**src/rtl/apb_slave_regfile.sv**
```systemverilog
// apb_slave_regfile: APB completer serving DEPTH 8-bit registers with programmable wait states
// Ports: clk, rst (async, active high); psel/penable/pwrite/paddr/pwdata from the bridge;
//        prdata/pready/pslverr transfer response; proto_err sticky bridge-sequencing flag.
module apb_slave_regfile #(
    parameter int DEPTH       = 16,
    parameter int WAIT_CYCLES = 1
) (
    input  logic       clk,
    input  logic       rst,
    input  logic       psel,
    input  logic       penable,
    input  logic       pwrite,
    input  logic [7:0] paddr,
    input  logic [7:0] pwdata,
    output logic [7:0] prdata,
    output logic       pready,
    output logic       pslverr,
    output logic       proto_err
);
    localparam int AW = DEPTH > 1 ? $clog2(DEPTH) : 1;

    typedef enum logic {IDLE, ACCESS} state_t;

    state_t     state, state_nx;
    logic [3:0] cnt, cnt_nx;
    logic [7:0] addr_q, wdata_q;
    logic       write_q, load, we, perr_set, valid;
    logic [7:0] mem [DEPTH];

    // Range check on all 8 address bits so high addresses never alias into memory.
    assign valid   = {24'd0, addr_q} < 32'(DEPTH);
    assign pready  = state == ACCESS && cnt == 4'd0;
    assign pslverr = pready && !valid;
    assign prdata  = pready && !write_q && valid ? mem[addr_q[AW-1:0]] : 8'h00;

    always_comb begin
        state_nx = state;
        cnt_nx   = cnt;
        load     = 1'b0;
        we       = 1'b0;
        perr_set = 1'b0;
        if (state == IDLE) begin
            if (psel && !penable) begin
                state_nx = ACCESS;
                cnt_nx   = 4'(WAIT_CYCLES);
                load     = 1'b1;
            end else if (psel && penable) begin
                perr_set = 1'b1;
            end
        end else if (!(psel && penable)) begin
            // Bridge dropped the access phase before completion: abort without writing.
            state_nx = IDLE;
            perr_set = 1'b1;
        end else if (cnt != 4'd0) begin
            cnt_nx = cnt - 4'd1;
        end else begin
            state_nx = IDLE;
            we       = write_q && valid;
        end
    end

    always_ff @(posedge clk or posedge rst) begin
        if (rst) begin
            state     <= IDLE;
            cnt       <= 4'd0;
            addr_q    <= 8'h00;
            wdata_q   <= 8'h00;
            write_q   <= 1'b0;
            proto_err <= 1'b0;
        end else begin
            state     <= state_nx;
            cnt       <= cnt_nx;
            proto_err <= proto_err | perr_set;
            if (load) begin
                addr_q  <= paddr;
                wdata_q <= pwdata;
                write_q <= pwrite;
            end
        end
    end

    always_ff @(posedge clk or posedge rst) begin
        if (rst) begin
            for (int i = 0; i < DEPTH; i++) mem[i] <= 8'h00;
        end else if (we) begin
            mem[addr_q[AW-1:0]] <= wdata_q;
        end
    end
endmodule

```
**config.mk**
```make
export PLATFORM = sky130hd
export DESIGN_NAME = apb_slave_regfile
export DESIGN_NICKNAME = d
export VERILOG_FILES = /design/src/rtl/apb_slave_regfile.sv
export SDC_FILE = /design/constraint.sdc
export NUM_CORES = 1
export LEC_CHECK = 0
export ABC_AREA = 0
export BUFFER_PORTS_ARGS = -buffer_cell sky130_fd_sc_hd__clkbuf_2
export CAP_MARGIN = 25
export CORE_AREA = 2 2 117 119
export CTS_BUF_LIST = sky130_fd_sc_hd__clkbuf_16
export CTS_CLUSTER_SIZE = 10
export DETAILED_ROUTE_END_ITERATION = 7
export DIE_AREA = 0 0 119 121
export PLACE_DENSITY_LB_ADDON = 0.1
export SLEW_MARGIN = 10
export SYNTH_ARGS = -nofsm -noshare
export SYNTH_HDL_FRONTEND = slang
export SYNTH_SLANG_ARGS = --single-unit
```
**constraint.sdc**
```tcl
create_clock -name clk -period 4.7 [get_ports clk]
set_input_delay 0.47 -clock clk [delete_from_list [all_inputs] [get_ports clk]]
set_output_delay 0.47 -clock clk [all_outputs]
set_load 0.1 [all_outputs]
```
Yosys cells after proc, flatten, opt, wreduce, memory -nomap -nowiden

Cells that the tools add are included.

Bits in registers: 151
Input bits: 21
Output and inout port bits: 11
Word-level logic and storage cells: 68

Add/sub/neg operators: 1
Magnitude comparators: 3
Equality and inequality tests: 2
Mux-type cells: 23
Bitwise operators: 2
Reductions and logical operators: 15

Operator list:

| operator                                                  | count |
|---|---|
| bitwise mux 128 bit                                       | 1 |
| binary-select mux 8 bit (select 4 bit)                    | 1 |
| demux 8 bit (select 4 bit)                                | 1 |
| 2-to-1 mux 8 bit                                          | 4 |
| 2-to-1 mux 4 bit                                          | 4 |
| 2-to-1 mux 1 bit                                          | 12 |
| logical AND 1 bit                                         | 8 |
| < comparator 8 x 5 -> 1 bit (second input constant)       | 1 |
| greater-or-equal comparator 5 bit (second input constant) | 1 |
| < comparator 5 x 1 -> 1 bit (second input constant)       | 1 |
| NOT 4 -> 5 bit                                            | 1 |
| logical NOT 4 bit                                         | 1 |
| != test 2 x 1 -> 1 bit (second input constant)            | 2 |
| nonzero test 4 bit                                        | 1 |
| subtractor 4 x 1 -> 4 bit (second input constant)         | 1 |
| logical NOT 1 bit                                         | 3 |
| AND reduction 3 bit                                       | 1 |
| nonzero test 2 bit                                        | 1 |
| OR 1 bit                                                  | 1 |

Logic depth before layout (Yosys ltp)

Gate-level depths: netlist of run 1.

Word-level depth: 6
Depth in mapped cells: 7
Depth with buffers taken out: 6

Worst setup path before layout of run 1

No wires, ideal clock.

Path type: flip-flop to output port
From: register cnt[0]
To: output prdata[6]
Arrival time: 3199 ps
Data required time: 4230 ps
Slack: 1031 ps
Stages on the path, launching flop included: 8
Buffers on the path: 1
Cell sequence: dfrtp_1 inv_1 ha_1 nand4bb_1 inv_2 buf_4 nand4b_1 o22ai_1

Cells in the longest elaborated chain, start to end: 5

Ends and longest elaborated chain:

| what                           | line | text |
|---|---|---|
| start: declaration             | 25   | `logic [3:0] cnt, cnt_nx;` |
| start signal: assignment       | 72   | `cnt <= cnt_nx;` |
| logical NOT 4 bit              | 32   | `assign pready = state == ACCESS && cnt == 4'd0;` |
| logical AND 1 bit              | 32   |  |
| via pready                     | 16   | `output logic pready,` |
| logical AND 1 bit (2 in a row) | 34   | `assign prdata = pready && !write_q && valid ? mem[addr_q[AW-1:0]] : 8'h00;` |
| 2-to-1 mux 8 bit               | 34   |  |
| end: declaration               | 15   | `output logic [7:0] prdata,` |

The timed path passes the listed nets, and every way through them passes these cells.

Final worst setup path of run 1

From: register cnt[0]
To: output prdata[2]

Cells in the longest elaborated chain, start to end: 5

Ends and longest elaborated chain:

| what                           | line |
|---|---|
| logical NOT 4 bit              | 32 |
| logical AND 1 bit              | 32 |
| logical AND 1 bit (2 in a row) | 34 |
| 2-to-1 mux 8 bit               | 34 |

No other way between the ends.

==> metrics.csv, run 1 <==
stage,metric,value,unit
die,core area,13100,um^2
yosys,number of flops mapped to enable cells by yosys,0,
setup_path,worst r2r path cells,5,
drt,Vias,3981,
clock_network,later-pin clock latency in the skew report,420,ps
sta,min cycle time layout,3460,ps
global_route,initial antenna violation count,0,
die,top-level I/O count,32,
clock_network,clk slew on worst S/H paths,50,ps
global_route,GRT Residual Overflow,0,
power_and_ir_drop,Leak,0.00389,uW
power_and_ir_drop,Max IR drop VDD,0.000301,V
placed_design,HPWL after DPL,9140,um
die,die area,14400,um^2
sta,Max Clock Freq,289,MHz
global_route,vias in the first global route,4255,
placed_design,placed inst area,7350,um^2
die,Die Height,121,um
clock_network,CTS sink count,151,
yosys,"Seq/Total Area, Yosys",53.4,%
yosys,ys flop type,dfrtp_1,
clock_network,post-CTS resize count,0,
sta,Worst-Margin Slew,872,ps
final_layout,"commonest non-fill, non-tap cells in the layout","dfrtp_1 (149), mux2_2 (145), mux4_2 (32), clkbuf_2 (31), clkbuf_16 (17)",
yosys,Ys Warns,0,
final_layout,Layout Cells excl Fill,660,
setup_path,Crit. End Element,output pin,
yosys,"Async S/R FF share, synth",100,%
sta,"Slew Viols, Final",0,
sta,Setup Skew,6.97,ps
final_layout,final core utilization,60.2,%
drt,Avg WL per Cell,21.9,um
sta,slew margin rel.,41.9,%
min_path,worst min-delay path category,primary input to async pin,
yosys,number of synthesized register bits,151,
die,FP Rows,42,
setup_path,critical-path maximum fanout,18,
sta,crit share post-route,73.7,%
drt,"antenna viol nets, final",0,
yosys,"Avg Cell Area, Syn",15.8,um^2
run,number of max-cap violations,0,
yosys,Syn Std Cell Area,7080,um^2
setup_path,Worst EP arrival,2990,ps
drt,detailed-route DRC error count,0,
yosys,Synth area leaders,"dfrtp_1 (53%), mux2_2 (23%), mux4_2 (10%)",
yosys,largest area contributor in the netlist,dfrtp_1,
drt,vias per inst,6.03,
final_layout,NumNets Final,496,
power_and_ir_drop,P per Cell Area,363,nW/um^2
status,outcome,"finished, final reports clean",
sta,unrepaired setup endpoints after global routing,false,
global_route,largest net degree at the start of global routing,83,
yosys,Synth Net Count,470,
placed_design,Port Buffers,31,
die,chip width,119,um
yosys,"Distinct cells, synth",41,
global_route,first-pass GRT wire length,23800,um
yosys,Synth Instances,448,
placed_design,RePlAce Congestion,0.761,
clock_network,H-tree lvl count,4,
die,initial core utilization,54.1,%
drt,total routed wirelength,14400,um
setup_path,Worst Path Required,4230,ps
drt,Initial DRT Pass Iterations,4,
drt,DR iter-0 viols,174,
global_route,total global-route track usage,22.2,%
final_layout,"commonest non-fill, non-tap cell in the layout",dfrtp_1,
setup_path,CP startpoint kind,flip-flop,
final_layout,share of cells above drive strength 1,54.8,%
clock_network,"Setup Fix Bufs, Post-CTS",0,
sta,Final Hold Viols,0,
clock_network,clock buffer depth,2,
clock_network,CTS tree,yes,
yosys,top cell type's share of synthesized area,53.4,%
final_layout,Antenna Cells,0,
clock_network,CTS root buf,clkbuf_16,
placed_design,placed instance count,629,
final_layout,Area Overhead vs Synth,11.3,%
final_layout,cell area after layout,7880,um^2
sta,Setup TNS,0,ps
clock_network,hold_buf cts,0,
setup_path,kind of critical path,flip-flop to output pin,
sta,final number of setup-violating endpoints,0,
clock_network,CTS buffer count,17,
-- path summary, 6_finish.rpt --
path | startpoint | endpoint | slack, ps
max | cnt[0]$_DFFE_PP0P_ | prdata[2] | 1240
min | rst | wdata_q[5]$_DFFE_PP0P_ | 170
max reg2reg | addr_q[2]$_DFFE_PP0P_ | mem[73]$_DFFE_PP0P_ | 2180
min reg2reg | proto_err$_DFF_PP0_ | proto_err$_DFF_PP0_ | 480
max in group asynchronous | rst | mem[112]$_DFFE_PP0P_ | 3440
min in group clk | pwdata[1] | wdata_q[1]$_DFFE_PP0P_ | 280
-- synthesized netlist by cell type (all sizes together) (3+ instances only) --
cell,n
a21oi,5
and4b,4
and4bb,3
buf,20
clkbuf,12
dfrtp,151
inv,5
mux2,145
mux2i,16
mux4,32
nand4,15
nor4b,4
nor4bb,3
o22ai,8
-- metrics by stage --
step / setup slack, ps / power, uW / hold WS, ps
CTS: 985 / 2870 / 205
finish: 1240 / 2860 / 173
global placement: 1450 / 1740 / 460
floorplan: 165 / 1670 / 461
global route: 1020 / 2980 / 251
detailed placement: 1450 / 1750 / 464
-- registers in the layout (all words and copies together), names as in the netlist --
register and count:
wdata_q 8, addr_q 8, write_q 1, mem 128, proto_err 1, state 1, cnt 4
-- power by group --
part | switching [uW] | internal (uW)
Combinational | 155 | 138
Sequential | 112 | 1340
Clock | 475 | 644
Total | 742 | 2120
-- kinds of logic (layout without fill, tap and decap cells) --
logic type / count (synthesis) / after routing / synth area share (%)
flip-flops: 151 / 151 / 53.4
buffers and inverters: 37 / 73 / 2.62
adder cells (fa/ha/maj): 1 / 1 / 0.177
AND/OR/NAND/NOR: 48 / 48 / 6.81
multiplexers: 193 / 193 / 35.5
AO/OA/AOI/OAI: 18 / 18 / 1.52
-- final cells by class --
type / count / area, um^2
flip-flops and latches: 151 / 3780
well taps: 176 / 220
inverters: 5 / 23.8
clock inverters: 12 / 51.3
clock buffers: 17 / 425
repair buffers: 39 / 248
multi-input cells: 260 / 3130
fillers: 996 / 5210
-- critical path: stages, from the launching register on --
cell and delay (ps):
dfrtp_1 400, inv_1 60, ha_1 190, nand4bb_1 190, inv_2 370, nand4b_1 440, o22ai_1 400, clkbuf_2 520
-- metal layers --
layer,share of wire (%),GRT usage [%],up-vias
met5,0,0,-
met4,1.3,6.40,0
met3,4.1,6.67,17
met2,49,36.1,75
met1,45,29.2,2121
li1,-,-,1768
Power figures use the tool's default switching activity.
==> run 2, diff against run 1 <==
--- a/config.mk
+++ b/config.mk
@@ -5,14 +5,14 @@
 export SDC_FILE = /design/constraint.sdc
 export NUM_CORES = 1
 export LEC_CHECK = 0
-export ABC_AREA = 0
+export ABC_AREA = 1
 export BUFFER_PORTS_ARGS = -buffer_cell sky130_fd_sc_hd__clkbuf_2
 export CAP_MARGIN = 25
-export CORE_AREA = 2 2 117 119
+export CORE_AREA = 2 2 115 117
 export CTS_BUF_LIST = sky130_fd_sc_hd__clkbuf_16
 export CTS_CLUSTER_SIZE = 10
 export DETAILED_ROUTE_END_ITERATION = 7
-export DIE_AREA = 0 0 119 121
+export DIE_AREA = 0 0 117 119
 export PLACE_DENSITY_LB_ADDON = 0.1
 export SLEW_MARGIN = 10
 export SYNTH_ARGS = -nofsm -noshare
==> constraint.sdc (replaced) <==
create_clock -name clk -period 3.4 [get_ports clk]
set_input_delay 0.34 -clock clk [delete_from_list [all_inputs] [get_ports clk]]
set_output_delay 0.34 -clock clk [all_outputs]
set_load 0.1 [all_outputs]
==> metrics.csv, run 2 <==
stage,metric,value,unit,change
clock_network,CTS tree,yes,,
setup_path,Crit. End Element,output pin,,
clock_network,"Setup Fix Bufs, Post-CTS",0,,unchanged
global_route,total global-route track usage,28.2,%,+5.9 points
final_layout,"commonest non-fill, non-tap cells in the layout","nand2_1 (260), dfrtp_1 (151), nor2_1 (144), o21ai_1 (96), o21ai_0 (57)",,
yosys,Synth Net Count,885,,+88%
clock_network,hold_buf cts,0,,unchanged
clock_network,CTS root buf,clkbuf_16,,
clock_network,H-tree lvl count,4,,unchanged
sta,Setup TNS,0,ps,unchanged
drt,"antenna viol nets, final",0,,unchanged
yosys,Ys Warns,0,,unchanged
sta,crit share post-route,87.5,%,
placed_design,Port Buffers,31,,unchanged
sta,unrepaired setup endpoints after global routing,false,,
final_layout,"commonest non-fill, non-tap cell in the layout",nand2_1,,
final_layout,NumNets Final,897,,+81%
sta,final number of setup-violating endpoints,0,,unchanged
status,outcome,"finished, final reports clean",,
setup_path,critical-path maximum fanout,35,,+17
setup_path,Slowest cell on crit path,clkbuf_2,,
drt,DR iter-0 viols,653,,+280%
final_layout,Layout Cells excl Fill,1064,,+61%
final_layout,Antenna Cells,0,,unchanged
yosys,Synth Instances,863,,+93%
drt,vias per inst,5.43,,-10%
sta,min cycle time layout,2970,ps,
final_layout,Largest Register,mem,,
sta,Max Clock Freq,336,MHz,
placed_design,HPWL after DPL,11800,um,+29%
global_route,vias in the first global route,5583,,+31%
final_layout,final core utilization,61.9,%,+1.7 points
placed_design,RePlAce Congestion,0.958,,+26%
drt,Avg WL per Cell,16.9,um,-23%
setup_path,kind of critical path,flip-flop to output pin,,
power_and_ir_drop,Max IR drop VDD,0.000433,V,+44%
setup_path,Most common cell on crit path,nand2_1,,
yosys,"Distinct cells, synth",27,,-34%
setup_path,Worst EP arrival,2630,ps,-360 ps
clock_network,clk slew on worst S/H paths,60,ps,about the same
die,chip width,117,um,-1.7%
drt,Initial DRT Pass Iterations,5,,+1
yosys,commonest cells in the synthesized netlist,"nand2_1 (260), dfrtp_1 (151), nor2_1 (144)",,
yosys,most common cell in the netlist,nand2_1,,
final_layout,share of cells above drive strength 1,11.8,%,-43 points
yosys,"Seq/Total Area, Yosys",52.6,%,-0.73 points
power_and_ir_drop,P per Cell Area,560,nW/um^2,+54%
global_route,largest net degree at the start of global routing,152,,+83%
drt,Vias,5773,,+45%
yosys,Syn Std Cell Area,7180,um^2,+1.4%
yosys,number of synthesized register bits,151,,unchanged
setup_path,crit path cell chain,"buf_4, inv_2, buf_4, nand2_1, nand2_1, nand2_1, nand2_1, nand2_1, nand2_1, nor2_1, nor2_1, clkbuf_2",,
run,number of max-cap violations,0,,unchanged
die,initial core utilization,55.7,%,+1.6 points
global_route,GRT Residual Overflow,0,,unchanged
placed_design,placed instance count,1032,,+64%
clock_network,later-pin clock latency in the skew report,430,ps,about the same
sta,Setup Skew,9.33,ps,+2.35 ps
final_layout,Area Overhead vs Synth,11.1,%,
yosys,largest area contributor in the netlist,dfrtp_1,,
yosys,Synth area leaders,"dfrtp_1 (53%), nand2_1 (14%), nor2_1 (7.5%)",,
yosys,"Async S/R FF share, synth",100,%,unchanged
sta,slew margin rel.,42.3,%,+0.46 points
setup_path,Worst Path Required,3060,ps,-1170 ps
drt,detailed-route DRC error count,0,,unchanged
drt,total routed wirelength,18000,um,+24%
sta,Final Hold Viols,0,,unchanged
clock_network,CTS sink count,151,,unchanged
yosys,"Avg Cell Area, Syn",8.32,um^2,-47%
die,core area,12900,um^2,-1.6%
global_route,first-pass GRT wire length,29500,um,+24%
clock_network,CTS buffer count,17,,unchanged
global_route,initial antenna violation count,0,,unchanged
die,die area,13900,um^2,-3.3%
die,top-level I/O count,32,,unchanged
final_layout,largest registers in the final layout,"mem x128, addr_q x8, wdata_q x8",,
power_and_ir_drop,Leak,0.00398,uW,+2.3%
yosys,top cell type's share of synthesized area,52.6,%,-0.73 points
final_layout,max reg flops,128,,unchanged
setup_path,CP startpoint kind,flip-flop,,
clock_network,post-CTS resize count,0,,unchanged
die,Die Height,119,um,-1.7%
setup_path,CP peak stage delay,490,ps,-30 ps
min_path,worst min-delay path category,primary input to async pin,,
yosys,ys flop type,dfrtp_1,,
sta,"Slew Viols, Final",0,,unchanged
clock_network,clock buffer depth,2,,unchanged
yosys,number of flops mapped to enable cells by yosys,0,,unchanged
sta,Worst-Margin Slew,865,ps,-6.86 ps
die,FP Rows,42,,unchanged
-- run 2: cell types whose count changed in the layout (fill, tap and decap cells not counted), moves of 10 or more --
cell	change
o21ai_0	+55
mux4_2	-32
mux2_2	-140
o21ai_1	+96
mux2i_1	-16
inv_1	+27
nor2_1	+142
nand4_4	+10
nand2_1	+260
-- run 2: power breakdown --
group          switching, uW  internal, uW
Sequential              29.6          1860
Clock                    715           978
Combinational            675           215
Total                   1420          3050
-- run 2: path summary, 6_finish.rpt --
kind                                  startpoint               endpoint  slack [ps]  depth (start not counted)
max                        addr_q[0]$_DFFE_PP0P_              prdata[6]         430                         12
max reg2reg                   cnt[1]$_DFFE_PP0P_    mem[82]$_DFFE_PP0P_        1170                          6
min                                          rst    mem[27]$_DFFE_PP0P_          50                          3
min in group clk                        paddr[6]  addr_q[6]$_DFFE_PP0P_         140                          2
min reg2reg                  proto_err$_DFF_PP0_    proto_err$_DFF_PP0_         480                          2
max in group asynchronous                    rst    mem[11]$_DFFE_PP0P_        2650                          3
-- run 2: cells by family (layout without fill, tap and decap cells) --
logic type	Yosys count	after routing	share of synthesized area, %
DFF	151	151	52.6
muxes	5	5	0.784
and+or+nand+nor	444	444	27.7
AOI/OAI and AO/OA	175	175	12.5
buffers and inverters	87	112	6.22
adders and majority gates	1	1	0.174
-- run 2: area by class of cell --
class | count | area (um^2)
flip-flops and latches | 151 | 3780
repair buffers | 42 | 355
inverters | 38 | 146
multi-input cells | 625 | 2950
clock inverters | 15 | 97.6
fillers | 1146 | 4900
clock buffers | 17 | 425
well taps | 176 | 220
-- run 2: routing by layer --
layer	vias to the layer above	track usage (%)	part of all wire, %
met1	2734	38.3	43
met2	186	42.1	47
li1	2804	-	-
met5	-	0	0
met3	49	7.79	6.3
met4	0	12.5	3.7
-- run 2: critical path: cells and delay by family, from the launching register on --
family	cells	cell delay, ps
buf+inv	4	1140
flops	1	370
simple gates	8	670
-- run 2: stage by stage --
step	instance area, um^2	worst slack (ps)	hold slack, ps	total power, uW
floorplan	7180	428	453	2550
global placement	7450	897	466	2790
detailed placement	7450	912	475	2800
global route	7980	270	134	4670
CTS	7980	425	130	4490
finish	7980	426	50.7	4470
